<file path="config.mk">
export PLATFORM = sky130hd
export DESIGN_NAME = hilo_muldiv_ctrl
export DESIGN_NICKNAME = d
export VERILOG_FILES = /design/src/rtl/hilo_muldiv_ctrl.sv
export SDC_FILE = /design/constraint.sdc
export NUM_CORES = 2
export LEC_CHECK = 0
export BUFFER_PORTS_ARGS = -buffer_cell sky130_fd_sc_hd__buf_2
export CORE_UTILIZATION = 43
export DETAILED_ROUTE_END_ITERATION = 16
export PLACE_DENSITY = 0.66
export SYNTH_ARGS = -nofsm -noshare
export SYNTH_HDL_FRONTEND = slang
export SYNTH_SLANG_ARGS = --single-unit
export TNS_END_PERCENT = 30
</file>
<file path="constraint.sdc">
create_clock -name clk -period 11 [get_ports clk]
set_clock_uncertainty 0.15 [all_clocks]
set_input_delay 0 -clock clk [delete_from_list [all_inputs] [get_ports clk]]
set_output_delay 0 -clock clk [all_outputs]
set_load 0.03 [all_outputs]
</file>
<file path="src/rtl/hilo_muldiv_ctrl.sv">
// rtl/hilo_muldiv_ctrl.sv - HI/LO multiply/divide controller with restoring divider and flush/stall handling
module hilo_muldiv_ctrl #(
    parameter int MUL_LAT = 2
) (
    input  logic        clk,
    input  logic        resetn,
    input  logic        start_i,
    input  logic [2:0]  op_i,
    input  logic [31:0] a_i,
    input  logic [31:0] b_i,
    input  logic        flush_i,
    output logic        stall_o,
    output logic        done_o,
    output logic [31:0] hi_o,
    output logic [31:0] lo_o
);
    localparam logic [2:0] OP_MULT  = 3'b001;
    localparam logic [2:0] OP_MULTU = 3'b010;
    localparam logic [2:0] OP_DIV   = 3'b011;
    localparam logic [2:0] OP_DIVU  = 3'b100;
    localparam logic [2:0] OP_MTHI  = 3'b101;
    localparam logic [2:0] OP_MTLO  = 3'b110;
    localparam logic [4:0] MUL_LAST = (MUL_LAT > 1) ? 5'(MUL_LAT - 2) : 5'd0;

    typedef enum logic [1:0] {S_IDLE, S_MUL, S_DIV} state_t;

    state_t      state_q, state_d;
    logic [4:0]  cnt_q, cnt_d;
    logic [31:0] a_q, a_d;
    logic [31:0] b_q, b_d;
    logic [31:0] rem_q, rem_d;
    logic        sgn_q, sgn_d;
    logic        qneg_q, qneg_d;
    logic        rneg_q, rneg_d;
    logic [31:0] hi_q, hi_d;
    logic [31:0] lo_q, lo_d;

    function automatic logic [63:0] mul64(input logic [31:0] a, input logic [31:0] b,
                                          input logic sgn);
        logic [63:0] ea;
        logic [63:0] eb;
        ea = {{32{sgn & a[31]}}, a};
        eb = {{32{sgn & b[31]}}, b};
        return ea * eb;
    endfunction

    // During DIV, a_q holds the dividend shifting out while quotient bits shift in.
    logic [32:0] div_shift;
    logic [32:0] div_diff;
    logic [31:0] div_rem;
    logic [31:0] div_quo;
    logic [63:0] mul_prod;
    logic [63:0] start_prod;

    assign div_shift  = {rem_q, a_q[31]};
    assign div_diff   = div_shift - {1'b0, b_q};
    assign div_rem    = div_diff[32] ? div_shift[31:0] : div_diff[31:0];
    assign div_quo    = {a_q[30:0], ~div_diff[32]};
    assign mul_prod   = mul64(a_q, b_q, sgn_q);
    assign start_prod = mul64(a_i, b_i, op_i == OP_MULT);

    assign hi_o = hi_q;
    assign lo_o = lo_q;

    always_comb begin
        state_d = state_q;
        cnt_d   = cnt_q;
        a_d     = a_q;
        b_d     = b_q;
        rem_d   = rem_q;
        sgn_d   = sgn_q;
        qneg_d  = qneg_q;
        rneg_d  = rneg_q;
        hi_d    = hi_q;
        lo_d    = lo_q;
        stall_o = 1'b0;
        done_o  = 1'b0;

        case (state_q)
            S_IDLE: begin
                cnt_d = 5'd0;
                if (start_i && !flush_i) begin
                    case (op_i)
                        OP_MTHI: hi_d = a_i;
                        OP_MTLO: lo_d = a_i;
                        OP_MULT, OP_MULTU: begin
                            a_d   = a_i;
                            b_d   = b_i;
                            sgn_d = (op_i == OP_MULT);
                            if (MUL_LAT == 1) begin
                                {hi_d, lo_d} = start_prod;
                                done_o       = 1'b1;
                            end else begin
                                state_d = S_MUL;
                                stall_o = 1'b1;
                            end
                        end
                        OP_DIV, OP_DIVU: begin
                            sgn_d   = (op_i == OP_DIV);
                            a_d     = (sgn_d && a_i[31]) ? -a_i : a_i;
                            b_d     = (sgn_d && b_i[31]) ? -b_i : b_i;
                            rem_d   = 32'd0;
                            qneg_d  = sgn_d & (a_i[31] ^ b_i[31]);
                            rneg_d  = sgn_d & a_i[31];
                            state_d = S_DIV;
                            stall_o = 1'b1;
                        end
                        default: ;
                    endcase
                end
            end

            S_MUL: begin
                if (flush_i) begin
                    state_d = S_IDLE;
                    cnt_d   = 5'd0;
                end else if (cnt_q == MUL_LAST) begin
                    {hi_d, lo_d} = mul_prod;
                    done_o       = 1'b1;
                    state_d      = S_IDLE;
                    cnt_d        = 5'd0;
                end else begin
                    stall_o = 1'b1;
                    cnt_d   = cnt_q + 5'd1;
                end
            end

            S_DIV: begin
                if (flush_i) begin
                    state_d = S_IDLE;
                    cnt_d   = 5'd0;
                end else if (cnt_q == 5'd31) begin
                    // A zero divisor still takes the full latency but leaves HI/LO alone.
                    if (b_q != 32'd0) begin
                        hi_d = rneg_q ? -div_rem : div_rem;
                        lo_d = qneg_q ? -div_quo : div_quo;
                    end
                    done_o  = 1'b1;
                    state_d = S_IDLE;
                    cnt_d   = 5'd0;
                end else begin
                    stall_o = 1'b1;
                    rem_d   = div_rem;
                    a_d     = div_quo;
                    cnt_d   = cnt_q + 5'd1;
                end
            end

            default: state_d = S_IDLE;
        endcase
    end

    always_ff @(posedge clk or negedge resetn) begin
        if (!resetn) begin
            state_q <= S_IDLE;
            cnt_q   <= 5'd0;
            a_q     <= 32'd0;
            b_q     <= 32'd0;
            rem_q   <= 32'd0;
            sgn_q   <= 1'b0;
            qneg_q  <= 1'b0;
            rneg_q  <= 1'b0;
            hi_q    <= 32'd0;
            lo_q    <= 32'd0;
        end else begin
            state_q <= state_d;
            cnt_q   <= cnt_d;
            a_q     <= a_d;
            b_q     <= b_d;
            rem_q   <= rem_d;
            sgn_q   <= sgn_d;
            qneg_q  <= qneg_d;
            rneg_q  <= rneg_d;
            hi_q    <= hi_d;
            lo_q    <= lo_d;
        end
    end
endmodule

</file>
==> impl_metrics.json <==
{
  "wirelength_um": 164000,
  "syn2layout_area_growth_pct": 7.24,
  "vias": 41565,
  "rsz0062_at_grt": "no",
  "io_pins": 137,
  "netlist_instances": 5897,
  "h-tree-depth": 4,
  "antenna_found_initial": 11,
  "finalMaxSlewViolations": 0,
  "synth.most_common_cell": "inv_1",
  "regArea_um2": 4260,
  "hold_class": "input pin to asynchronous set/reset pin",
  "multi_input_area_um2": 41200,
  "synth_nets": 7350,
  "synth_warnings": 0,
  "drive_gt1_share_pct": 5.89,
  "numCtsBuffers": 17,
  "overflow": 0,
  "cts_sinks": 170,
  "synth_top_area_share_pct": 43.9,
  "synth-edff-count": 0,
  "cts.path.max_buffers": 2,
  "setup_slack_ns": 1.55,
  "arrival_ns": 9.73,
  "post_cts_buffers": 0,
  "hold_viol": 0,
  "grt_pass1_wl_um": 257000,
  "dp_slack_ns": 1.67,
  "dr.pass1.iters": 6,
  "fp.dieH_um": 347,
  "critPathRequiredTime_ns": 11.27,
  "gp_congestion": 0.969,
  "cts_tree": "done",
  "grt_use_total_pct": 28.0,
  "critPathKind": "register to register",
  "clk_latency_ns": 0.52,
  "status": "finished, final reports clean",
  "rows": 126,
  "startpoint_type": "register",
  "start_util_pct": 43.4,
  "port_buffers": 136,
  "seq_area_frac_synth_pct": 8.29,
  "vias_per_cell": 5.58,
  "syn_avg_cell_area_um2": 8.70,
  "hpwl_um": 134000,
  "tns_ns": 0,
  "syn_area_um2": 51300,
  "nets": 7352,
  "finalCritPeriodShare_pct": 86.0,
  "post-route-util_pct": 46.5,
  "grt_pass1_vias": 43164,
  "fmaxAchievable_ghz": 0.106,
  "drc_errors": 0,
  "synth_top_area_cell": "fa_1",
  "clkTransAtPathRegs_ns": 0.10,
  "drtIter0Drc": 3596,
  "coreArea_um2": 118000,
  "ys.flop_type": "dfrtp_1",
  "n_fill_cell": 11351,
  "grt_max_degree": 103,
  "slew_headroom_pct": 14.4,
  "yosys-top-cells-count": "1189 x inv_1, 1126 x fa_1, 981 x nand2_1",
  "cp-end-kind": "register",
  "finalInstanceArea_um2": 55000,
  "worstPathMaxFanout": 21,
  "async_reset_ff_share_pct": 100,
  "antenna_left": 0,
  "cap_violations": 0,
  "fin_crit_ns": 9.45,
  "cts_root_buf": "clkbuf_16",
  "yosys.cell_types.count": 101,
  "setup_viol": 0,
  "die_w_um": 347,
  "worst_slew_pin_slew_ns": 1.28,
  "die-area_um2": 121000,
  "ys_ff_latch": 170,
  "wire_per_inst_um": 22.0,
  "dpl_cell_area_um2": 53400,
  "synth.area.top_cells": "fa_1 44%, inv_1 8.7%, dfrtp_1 8.3%"
}
-- cells by family after synthesis --
kind of cell	after synthesis	synth area share (%)
buffers and inverters	1553	11.5
adders and majority gates	1382	50.2
muxes	44	0.900
AOI/OAI and AO/OA	740	9.51
xor gates and xnor gates	197	3.36
and+or+nand+nor	1811	16.3
DFF	170	8.29
-- flip-flops by register name, summed over array words and instances (netlist names) --
name and flops:
cnt_q 5, hi_o 32, lo_o 32, rem_q 32, state_q 2, sgn_q 1
b_q 32, rneg_q 1, a_q 32, qneg_q 1
-- routing by layer --
layer | vias to the layer above | global-route usage (%) | wire length, um
met1 | 21415 | 37.3 | 65700
li1 | 18007 | - | -
met2 | 1753 | 44.6 | 76200
met3 | 382 | 5.72 | 14500
met5 | - | 0 | 47
met4 | 8 | 11.4 | 7570
-- cell type report --
type	instances	share of cell area [%]
Timing Repair Buffer	346	4.60
Tap cell	1536	3.49
Antenna cell	5	0.0227
Inverter	1190	8.12
Multi-Input combinational cell	4174	74.9
Clock buffer	17	0.773
Sequential cell	170	7.73
Clock inverter	15	0.391
-- worst paths after layout --
kind / depth (start not counted) / from / endpoint / slack [ns]
max in group asynchronous: 3 / resetn / b_q[13] / 8.99
min: 2 / resetn / cnt_q[0] / 0.03
min reg2reg: 1 / lo_o[29] / lo_o[29] / 0.33
max reg2reg: 24 / b_q[10] / hi_o[18] / 1.55
max: 24 / b_q[10] / hi_o[18] / 1.55
min in group clk: 3 / op_i[0] / sgn_q / 0.08
-- worst max-delay path, stage by stage, from the launching register on --
cell      delay [ns]
dfrtp_1         1.03
buf_12          0.25
nand2_1         0.09
fa_1            0.50
fa_1            0.55
inv_1           0.06
fa_1            0.55
fa_1            0.45
fa_1            0.60
fa_1            0.44
fa_1            0.49
inv_1           0.05
fa_1            0.53
inv_1           0.06
ha_1            0.56
o2111a_1        0.25
a211oi_1        0.06
or4_1           0.56
o22ai_1         0.59
a221oi_1        0.24
o211ai_1        0.40
or4b_1          0.46
o21ai_0         0.09
a211oi_1        0.06
o31ai_1         0.28
-- placed cells by master, fill, tap and decap left out, types with 14 or more instances in the layout --
| cell | instances |
|---|---|
| a211oi_1 | 22 |
| a21o_1 | 40 |
| a21oi_1 | 165 |
| a221oi_1 | 46 |
| a31oi_1 | 34 |
| and2_1 | 317 |
| and3_1 | 34 |
| buf_2 | 135 |
| buf_4 | 112 |
| clkbuf_16 | 17 |
| dfrtp_1 | 169 |
| dlygate4sd3_1 | 96 |
| fa_1 | 1126 |
| ha_1 | 253 |
| inv_1 | 1189 |
| mux2i_1 | 35 |
| nand2_1 | 979 |
| nand3_1 | 41 |
| nand4_1 | 26 |
| nor2_1 | 228 |
| nor3_1 | 38 |
| nor4_1 | 26 |
| o211ai_1 | 14 |
| o21a_1 | 21 |
| o21ai_0 | 193 |
| o21ai_1 | 27 |
| o31ai_1 | 59 |
| or2_2 | 14 |
| or3_1 | 27 |
| xnor2_1 | 128 |
| xor2_1 | 69 |
-- through the flow --
step	std cells	hold WS (ns)
after global routing	7449	0.0582
final	7453	0.0332
after detailed placement	7320	0.0626
after CTS	7448	0.0233
after floorplan	5897	-0.446
after global placement	7320	0.0508
-- what timing repair did --
item,CTS,global route
setup endpoints to repair,0,0
endpoints found under the hold margin,234,0
hold buffers,96,0
resized for setup,0,0
Power is left out: the tool's default activity adds up to more than one toggle a clock period on the data nets, which glitch-free logic cannot reach.
